==> src/rtl/seq_tx_pkg.sv <==
// Shared types and default widths for the serial pattern transmitter.
package seq_tx_pkg;

  // Transmitter FSM states
  typedef enum logic [1:0] {
    IDLE  = 2'd0,
    SHIFT = 2'd1,
    GAP   = 2'd2
  } state_e;

  localparam int PAT_W_DEF = 4;
  localparam int REP_W_DEF = 4;
  localparam int GAP_W_DEF = 3;

endpackage

==> src/rtl/seq_pattern_tx.sv <==
// Serial pattern transmitter: accepts a pattern word over valid/ready and
// streams it MSB-first, repeated rep_cnt times with gap_len idle cycles
// between repetitions.
module seq_pattern_tx
  import seq_tx_pkg::*;
#(
  parameter int PAT_W = PAT_W_DEF,
  parameter int REP_W = REP_W_DEF,
  parameter int GAP_W = GAP_W_DEF
) (
  input  logic             clk,
  input  logic             rst_n,
  input  logic             pat_valid,
  output logic             pat_ready,
  input  logic [PAT_W-1:0] pat_data,
  input  logic [REP_W-1:0] rep_cnt,
  input  logic [GAP_W-1:0] gap_len,
  output logic             out_bit,
  output logic             out_valid,
  output logic             busy,
  output logic             done
);

  localparam int IDX_W = (PAT_W > 1) ? $clog2(PAT_W) : 1;
  localparam logic [IDX_W-1:0] IDX_LAST = IDX_W'(PAT_W - 1);

  state_e           state_reg,     state_next;
  logic [PAT_W-1:0] shift_reg,     shift_next;
  logic [PAT_W-1:0] pat_reg,       pat_next;
  logic [IDX_W-1:0] idx_reg,       idx_next;
  logic [REP_W-1:0] reps_left_reg, reps_left_next;
  logic [GAP_W-1:0] gap_reg,       gap_next;
  logic [GAP_W-1:0] gap_cnt_reg,   gap_cnt_next;
  logic             done_reg,      done_next;

  // State and datapath registers; reset abandons any transfer in flight
  always_ff @(posedge clk or negedge rst_n) begin
    if (!rst_n) begin
      state_reg     <= IDLE;
      shift_reg     <= '0;
      pat_reg       <= '0;
      idx_reg       <= '0;
      reps_left_reg <= '0;
      gap_reg       <= '0;
      gap_cnt_reg   <= '0;
      done_reg      <= 1'b0;
    end else begin
      state_reg     <= state_next;
      shift_reg     <= shift_next;
      pat_reg       <= pat_next;
      idx_reg       <= idx_next;
      reps_left_reg <= reps_left_next;
      gap_reg       <= gap_next;
      gap_cnt_reg   <= gap_cnt_next;
      done_reg      <= done_next;
    end
  end

  // Next-state logic: capture in IDLE, shift out in SHIFT, count idle in GAP
  always_comb begin
    state_next     = state_reg;
    shift_next     = shift_reg;
    pat_next       = pat_reg;
    idx_next       = idx_reg;
    reps_left_next = reps_left_reg;
    gap_next       = gap_reg;
    gap_cnt_next   = gap_cnt_reg;
    done_next      = 1'b0;

    unique case (state_reg)
      IDLE: begin
        if (pat_valid) begin
          shift_next     = pat_data;
          pat_next       = pat_data;
          // A zero count still sends the pattern once
          reps_left_next = (rep_cnt == '0) ? REP_W'(1) : rep_cnt;
          gap_next       = gap_len;
          idx_next       = IDX_LAST;
          state_next     = SHIFT;
        end
      end

      SHIFT: begin
        shift_next = shift_reg << 1;
        idx_next   = idx_reg - IDX_W'(1);
        if (idx_reg == '0) begin
          if (reps_left_reg == REP_W'(1)) begin
            state_next = IDLE;
            done_next  = 1'b1;
          end else if (gap_reg == '0) begin
            // Reload on the same edge so the stream has no bubble
            shift_next     = pat_reg;
            idx_next       = IDX_LAST;
            reps_left_next = reps_left_reg - REP_W'(1);
          end else begin
            gap_cnt_next = gap_reg;
            state_next   = GAP;
          end
        end
      end

      GAP: begin
        gap_cnt_next = gap_cnt_reg - GAP_W'(1);
        if (gap_cnt_reg == GAP_W'(1)) begin
          shift_next     = pat_reg;
          idx_next       = IDX_LAST;
          reps_left_next = reps_left_reg - REP_W'(1);
          state_next     = SHIFT;
        end
      end

      default: state_next = IDLE;
    endcase
  end

  assign out_valid = (state_reg == SHIFT);
  assign out_bit   = out_valid & shift_reg[PAT_W-1];
  assign busy      = (state_reg != IDLE);
  assign pat_ready = (state_reg == IDLE);
  assign done      = done_reg;

endmodule

==> config.mk <==
export PLATFORM = sky130hd
export DESIGN_NAME = seq_pattern_tx
export DESIGN_NICKNAME = d
export VERILOG_FILES = /design/src/rtl/seq_tx_pkg.sv /design/src/rtl/seq_pattern_tx.sv
export SDC_FILE = /design/constraint.sdc
export NUM_CORES = 1
export LEC_CHECK = 0
export ABC_AREA = 0
export ABC_CLOCK_PERIOD_IN_PS = 3700
export CORE_MARGIN = 8
export CORE_UTILIZATION = 55
export DETAILED_ROUTE_END_ITERATION = 8
export PLACE_DENSITY = 0.84
export SETUP_SLACK_MARGIN = 0.1
export SLEW_MARGIN = 20
export SYNTH_ARGS = -nofsm -noshare
export SYNTH_HDL_FRONTEND = slang
export SYNTH_SLANG_ARGS = --single-unit
==> constraint.sdc <==
create_clock -name clk -period 3.7 [get_ports clk]
set_input_delay 0.74 -clock clk [delete_from_list [all_inputs] [get_ports clk]]
set_output_delay 0.74 -clock clk [all_outputs]
set_load 0.005 [all_outputs]
Word level (Yosys, flattened, before mapping)
Index checks and enable logic that the tools add are counted.
- logic and storage cells: 67
- output and inout bits: 5
- bits of input ports: 14
- register bits: 23
- $add $sub $neg: 3
- equal/unequal tests: 11
- reductions and logical operators: 12
- bitwise gates (word level): 1
- muxes and demuxes: 32
- operators by type and width (cell ; count):
    two-way mux 4 bit ; 11
    case mux 4 bit (3 select lines) ; 2
    two-way mux 2 bit ; 10
    case mux 2 bit (3 select lines) ; 2
    two-way mux 3 bit ; 3
    inequality test 2 bit, second input constant ; 4
    AND reduction 4 bit ; 2
    case mux 3 bit (2 select lines) ; 1
    AND reduction 6 bit ; 1
    == test 4 x 1 -> 1 bit, second input constant ; 1
    logical NOT 2 bit ; 2
    logical NOT 4 bit ; 1
    inequality test 2 x 1 -> 1 bit, second input constant ; 2
    nonzero test 2 bit ; 2
    subtractor 4 x 1 -> 4 bit, second input constant ; 1
    == test 3 x 1 -> 1 bit, second input constant ; 1
    logical NOT 3 bit ; 1
    two-way mux 1 bit ; 3
    inequality test 3 bit, second input constant ; 1
    AND reduction 3 bit ; 1
    nonzero test 3 bit ; 1
    subtractor 3 x 1 -> 3 bit, second input constant ; 1
    == test 2 x 1 -> 1 bit, second input constant ; 1
    == test 2 bit, second input constant ; 1
    other kinds (3) ; 3

Logic depth before layout (Yosys ltp)
Gate-level depths: netlist of the first run.
- depth after elaboration: 5
- depth in mapped cells: 8

Worst setup path before layout of the first run
Ideal clock, no wire load.
- path kind: register to output
- start point: register state_reg[1]
- end point: output out_bit
- path buffers: 2
- data arrival time: 1286 ps
- setup slack: 1674 ps
- cell stages (with the launch flop): 6
- cells stage by stage: dfrtp_1 > inv_1 > ha_1 > buf_2 > clkbuf_1 > and2_1
- word-level cells in the longest chain between the ends: 2
- ends and longest elaborated chain (item ; line ; RTL):
    start, declared ; seq_pattern_tx.sv:27 ; state_e state_reg, state_next;
    start signal, assigned ; seq_pattern_tx.sv:48 ; state_reg <= state_next;
    == test 2 x 1 -> 1 bit ; seq_pattern_tx.sv:116 ; assign out_valid = (state_reg == SHIFT);
    net out_valid ; seq_pattern_tx.sv:19 ; output logic out_valid,
    AND 1 bit ; seq_pattern_tx.sv:117 ; assign out_bit = out_valid & shift_reg[PAT_W-1];
    end, declared ; seq_pattern_tx.sv:18 ; output logic out_bit,
The timed path passes the listed nets, and every way through them passes these cells.

Worst setup path in the final report of the first run
- start point: register state_reg[1]
- end point: output out_bit
- word-level cells in the longest chain between the ends: 2
- ends and longest elaborated chain (item ; line):
    == test 2 x 1 -> 1 bit ; seq_pattern_tx.sv:116
    AND 1 bit ; seq_pattern_tx.sv:117
No other way between the ends.

==> qor.txt, run 1 <==
Slowest-stage cell, CP - ha_1
Sequential share of power - 31.8%
Warnings from Yosys - 0
Syn Nets - 169
Core Util, Final - 66.8%
Clock Skew - 1.28 ps
H-tree levels - 1
Leakage - 0.693 nW
First-pass GRT wire length - 5290 microns
Run status - finished, final reports clean
Min Tclk post-route - 2930 ps
Design area - 1660 sq um
Post-Syn Instances - 145
N_diodes - 0
Drt pass-1 iters - 4
CP delay by family, top - buffers and inverters
Ys flop type - dfrtp_1
Pwr per Cell Area - 887 nW/um^2
Core area - 2480 sq um
Placed cell areas - 1630 sq um
CP endpoint kind - output port
Clock-pin slew on the worst setup and hold paths - 130 ps
RePlAce Congestion - 0.830
Post-synth EDFFs - 0
Die X - 67.3 microns
Asr flop ratio synth - 100%
Slew Limit Fails - 0
CP arrival - 2190 ps
Worst hold path class - input pin to asynchronous set/reset pin
Worst Tran Pin Value - 670 ps
Initial Util - 58.3%
WL final - 2940 microns
DRC - 0
Detail Route met2 WL - 1450 microns
Final WS setup - 767 ps
Layout cells sized above 1 - 15.5%
Hold_buf cts - 0
CTS tree - yes
Wire length per cell - 15.4 microns
Root Driver - clkbuf_4
Mean Syn Cell Area - 9.97 sq um
Sw Pwr - 0.636 mW
Max_cap viols - 0
Yosys reg bits - 23
Via density - 6.16
Global route total overflow - 0
Buf+Inv Stages, Crit Path - 2
# Post-CTS Setup Buffers - 0
Setup WS pre-CTS - 1130 ps
Global Route Usage Sum - 14.9%
Hold Violations, Final - 0
Top Layer Used - met4
Met3 routed wirelength - 164 microns
RSZ-0062 raised after global routing - no
CP Launch Type - flop
Post_cts resized - 0
R2r startpoint - state_reg[1]$_DFFE_PN0P_
Sink Count - 23
Total Power - 1.47 mW
Post-synthesis sequential area ratio - 39.8%
DRT antenna net count - 0
Crit path largest cell delay - 610 ps
Max IR drop VDD - 0.568 mV
Rel. slew slack - 55.3%
Initial antenna violation count - 0
Worst Path Required - 2960 ps
Nets@finish - 186
Area grow syn2layout - 14.5%
Crit path launch - state_reg[1]$_DFFE_PN0P_
Fmax - 341 MHz
Port bufs - 18
Std-Cell Rows - 18
Vias after detailed routing - 1176
CTS buffer count - 3
Int Pwr - 0.833 mW
Cell Area, Synth - 1450 sq um
Worst skew pair latency - 320 ps
Crit path cell chain - inv_1, ha_1, and2_1, clkdlybuf4s50_1
Initial drt markers - 43
Clk buf depth - 2
Setup-failing EPs final - 0
Critical path class - flop to output port
Max FO, Critical Path - 17
Wl on met1 - 1230 microns
Logic pwr share - 60.0%
Fin crit share - 79.3%
Die ar. - 4520 sq um
HPWL after DPL - 2300 microns
Clock network fraction of total power - 8.2%
Filler cells - 206
Pin count of the biggest net entering global routing - 24
Switching Fraction - 43.3%
Number of global-route vias before repair - 1173
Die H - 67.3 microns
Netlist cell types - 44
# IOs - 19
Total Neg Setup Slack - 0 ps
[path summary, 6_finish.rpt]
| kind | end | slack (ps) | cells after the start |
|---|---|---|---|
| worst min-delay path | gap_reg[0]$_DFFE_PN0P_ | 360 | 1 |
| min in group clk | pat_reg[2]$_DFFE_PN0P_ | 530 | 1 |
| worst max-delay path | out_bit | 770 | 4 |
| worst max register to register | reps_left_reg[0]$_DFFE_PN0P_ | 1140 | 6 |
| worst min register to register | pat_reg[2]$_DFFE_PN0P_ | 530 | 1 |
| max in group asynchronous | reps_left_reg[0]$_DFFE_PN0P_ | 3000 | 1 |
[cell families after synthesis]
| logic type | after synthesis | share of synthesized area (%) |
|---|---|---|
| and+or+nand+nor | 47 | 18.1 |
| AOI/OAI and AO/OA | 34 | 18.8 |
| DFF | 23 | 39.8 |
| buffers and inverters | 19 | 5.37 |
| muxes | 12 | 9.26 |
| adders and majority gates | 10 | 8.66 |
[metrics by stage]
| step | cells | hold slack, ps |
|---|---|---|
| finish | 191 | 365 |
| global route | 191 | 391 |
| CTS | 191 | 533 |
| detailed placement | 187 | 502 |
| global placement | 187 | 493 |
| floorplan | 145 | 444 |
[cell type report]
type                       count  area (sq um)  area share [%]
clock buffer                   4          26.3            1.59
inverter                      13          48.8            2.95
multi-input combinational    103           792            47.8
sequential                    23           576            34.8
tap                           30          37.5            2.27
timing repair buffer          18           175            10.6
[cell usage after synthesis (2+ instances only)]
cell type   n  area, sq um
dfrtp_1    23          576
inv_1      12         45.0
nand2_1    12         45.0
ha_1       10          125
nor2_1      9         33.8
a21oi_1     7         35.0
a31oi_1     7         43.8
mux2_2      7         78.8
mux2i_1     4         40.0
nand3_1     4         20.0
nor3_1      4         20.0
a41oi_1     3         26.3
clkbuf_1    3         11.3
o21ai_0     3         15.0
buf_2       2         10.0
nand2b_1    2         12.5
nor2b_1     2         12.5
o22ai_1     2         12.5
o31ai_2     2         25.0
or2_2       2         12.5
or3_1       2         12.5
[metal layers]
layer	vias to the layer above	global-route usage [%]
li1	554	-
met1	569	16.6
met2	44	25.6
met3	9	3.31
met4	0	8.88
met5	-	0
[power by group through the flow]
stage               Sequential [mW]  Combinational [mW]  Clock (mW)
finish                        0.467               0.881       0.121
global route                  0.484               0.981       0.132
CTS                           0.467               0.886       0.124
detailed placement            0.473               0.884           0
global placement              0.464               0.839           0
floorplan                     0.445               0.703           0
[worst register-to-register path, cell delays in order (launching register included)]
cell and delay, ps:
dfrtp_1 420, inv_1 120, ha_1 610, nor3_2 130
a211oi_4 590, and2_4 300, mux2_4 290
[layout by cell type (no fill, tap or decap), types with 2 or more instances in the layout]
cell              n
a21oi_1           7
a31oi_1           7
a41oi_1           3
clkbuf_4          3
clkdlybuf4s50_1  17
dfrtp_1          23
ha_1             10
inv_1            12
mux2_2            7
mux2i_1           4
nand2_1          12
nand2b_1          2
nand3_1           4
nor2_1            9
nor2b_1           2
nor3_1            4
o21ai_0           3
o22ai_1           2
o31ai_2           2
or2_2             2
or3_1             2
Power figures use the tool's default switching activity.
==> inputs of run 2 (changes only) <==
--- a/config.mk
+++ b/config.mk
@@ -6,11 +6,11 @@
 export NUM_CORES = 1
 export LEC_CHECK = 0
 export ABC_AREA = 0
-export ABC_CLOCK_PERIOD_IN_PS = 3700
+export ABC_CLOCK_PERIOD_IN_PS = 2400
 export CORE_MARGIN = 8
-export CORE_UTILIZATION = 55
+export CORE_UTILIZATION = 49
 export DETAILED_ROUTE_END_ITERATION = 8
-export PLACE_DENSITY = 0.84
+export PLACE_DENSITY = 0.79
 export SETUP_SLACK_MARGIN = 0.1
 export SLEW_MARGIN = 20
 export SYNTH_ARGS = -nofsm -noshare
==> constraint.sdc (replaced) <==
create_clock -name clk -period 2.4 [get_ports clk]
set_input_delay 0.48 -clock clk [delete_from_list [all_inputs] [get_ports clk]]
set_output_delay 0.48 -clock clk [all_outputs]
set_load 0.005 [all_outputs]
==> run 2 against run 1 <==
Net effect:
- die area is 9.3% higher
- critical path depth down 1
- first-iteration DRC count shrank 40%
- register-to-register slack got worse by 770 ps
- power rose by 59%
==> qor.txt, run 2 (synthesis results as in run 1) <==
Max IR drop VDD - 0.984 mV (+73%)
H-tree levels - 1 (unchanged)
Fmax - 451 MHz
Port bufs - 18 (unchanged)
Total Neg Setup Slack - 0 ps (unchanged)
HPWL after DPL - 2280 microns (-1.1%)
DRC - 0 (unchanged)
Via density - 5.75 (-6.5%)
CP Launch Type - flop
Min Tclk post-route - 2220 ps
CP arrival - 1740 ps (-450 ps)
Root Driver - clkbuf_4
Std-Cell Rows - 19 (+1)
Setup-failing EPs final - 0 (unchanged)
Hold_buf cts - 0 (unchanged)
R2R setup slack - 370 ps (-770 ps)
R2r startpoint - state_reg[0]$_DFFE_PN0P_
CTS buffer count - 3 (unchanged)
Clock-pin slew on the worst setup and hold paths - 130 ps (about the same)
Wire length per cell - 15.5 microns (+0.62%)
# IOs - 19 (unchanged)
Worst path depth - 3 (-1)
Critical path class - flop to output port
Die H - 70.3 microns (+4.5%)
Rel. slew slack - 66.6% (+11 points)
Max FO, Critical Path - 6 (-11)
Most common cell after layout, fill and taps aside - dfrtp_1
Hold Violations, Final - 0 (unchanged)
RSZ-0062 raised after global routing - no
Layout cells sized above 1 - 18.3% (+2.8 points)
Pin count of the biggest net entering global routing - 24 (unchanged)
Critical Path Sink - pat_ready
Filler cells - 239 (+16%)
Design area - 1700 sq um (+2.6%)
Worst skew pair latency - 330 ps (about the same)
DRT antenna net count - 0 (unchanged)
Slew Limit Fails - 0 (unchanged)
Worst Path Required - 1920 ps (-1040 ps)
Worst R2R End - shift_reg[1]$_DFFE_PN0P_
Nets@finish - 189 (+1.6%)
Initial Util - 52.0% (-6.4 points)
Slowest-stage cell, CP - clkdlybuf4s50_1
R2R depth - 7 (+1)
Die X - 70.3 microns (+4.5%)
Global route total overflow - 0 (unchanged)
Fin crit share - 92.4%
RePlAce Congestion - 0.815 (-1.8%)
WL final - 3020 microns (+2.7%)
CP endpoint kind - output port
Buf+Inv Stages, Crit Path - 2 (unchanged)
CTS tree - yes
Most frequent cells in the layout - dfrtp_1 (23), clkdlybuf4s50_1 (18), nand2_1 (12)
Worst Tran Pin Value - 501 ps (-168 ps)
Core area - 2780 sq um (+12%)
Clk buf depth - 2 (unchanged)
Die ar. - 4940 sq um (+9.3%)
Area grow syn2layout - 17.5%
CP delay by family, top - buffers and inverters
Leakage - 0.711 nW (+2.6%)
First-pass GRT wire length - 5080 microns (-3.9%)
Crit path launch - state_reg[0]$_DFFE_PN0P_
Number of global-route vias before repair - 1146 (-2.3%)
Placed cell areas - 1660 sq um (+1.5%)
Crit path largest cell delay - 550 ps (-60 ps)
Crit path cell chain - inv_1, ha_1, clkdlybuf4s50_1
Run status - finished, final reports clean
Global Route Usage Sum - 12.3% (-2.6 points)
Sink Count - 23 (unchanged)
Initial antenna violation count - 0 (unchanged)
Pwr per Cell Area - 1380 nW/um^2 (+55%)
N_diodes - 0 (unchanged)
Clock Skew - 7.31 ps (+6.03 ps)
Max_cap viols - 0 (unchanged)
Initial drt markers - 26 (-40%)
Drt pass-1 iters - 4 (unchanged)
Vias after detailed routing - 1122 (-4.6%)
Worst hold path class - input pin to asynchronous set/reset pin
[run 2: changes by cell type in the layout (fill, tap and decap cells not counted)]
cell | before | now
inv_1 | 12 | 11
ha_4 | 0 | 1
clkinv_2 | 0 | 1
buf_2 | 1 | 0
clkbuf_1 | 1 | 0
ha_1 | 10 | 9
clkdlybuf4s50_1 | 17 | 18
buf_4 | 0 | 3
inv_2 | 1 | 2
[run 2: worst min-delay path by stage]
| stage | slack (ps) | end |
|---|---|---|
| 6_report | 490 | reps_left_reg[2]$_DFFE_PN0P_ |
| 4_1_cts | 480 | pat_reg[3]$_DFFE_PN0P_ |
| 3_5_place_dp | 490 | pat_reg[2]$_DFFE_PN0P_ |
| 3_3_place_gp | 490 | pat_reg[2]$_DFFE_PN0P_ |
| 2_1_floorplan | 180 | done$_DFF_PN0_ |
| 5_1_grt | 510 | reps_left_reg[2]$_DFFE_PN0P_ |
[run 2: through the flow]
stage / setup WS, ps / power (mW) / utilization [%] / hold WS (ps) / instances
2_1_floorplan: 542 / 1.77 / - / 184 / 145
3_3_place_gp: 389 / 2.05 / 59.6 / 492 / 191
3_5_place_dp: 333 / 2.13 / 59.6 / 493 / 191
4_1_cts: 115 / 2.35 / 61.0 / 484 / 195
5_1_grt: 106 / 2.53 / 61.0 / 514 / 195
6_report: 181 / 2.34 / 61.0 / 488 / 195
[run 2: repair_timing]
action                     in CTS  in global routing
gates resized for setup         2                  1
setup buffers                   0                  0
pin swaps                       0                  0
setup endpoints to repair       2                  2
[run 2: power breakdown]
| part | internal [mW] | switching, mW | leakage, nW |
|---|---|---|---|
| registers | 0.574 | 0.152 | 0.267 |
| clock network | 0.0626 | 0.126 | 0.0177 |
| logic | 0.695 | 0.731 | 0.426 |
| total | 1.33 | 1.01 | 0.711 |
[run 2: layer usage]
layer | vias up | part of all wire (%) | track usage [%]
met3 | 5 | 3.8 | 3.25
li1 | 558 | - | -
met5 | - | 0 | 0
met4 | 0 | 2.0 | 6.03
met1 | 542 | 46 | 14.0
met2 | 17 | 49 | 20.7
[run 2: cell type report]
type / count / area [sq um] / share of cell area, %
clock buffer: 3 / 22.5 / 1.33
clock inverter: 1 / 5.00 / 0.295
inverter: 13 / 48.8 / 2.87
multi-input combinational: 103 / 805 / 47.4
sequential: 23 / 576 / 33.9
tap: 31 / 38.8 / 2.28
timing repair buffer: 21 / 203 / 11.9
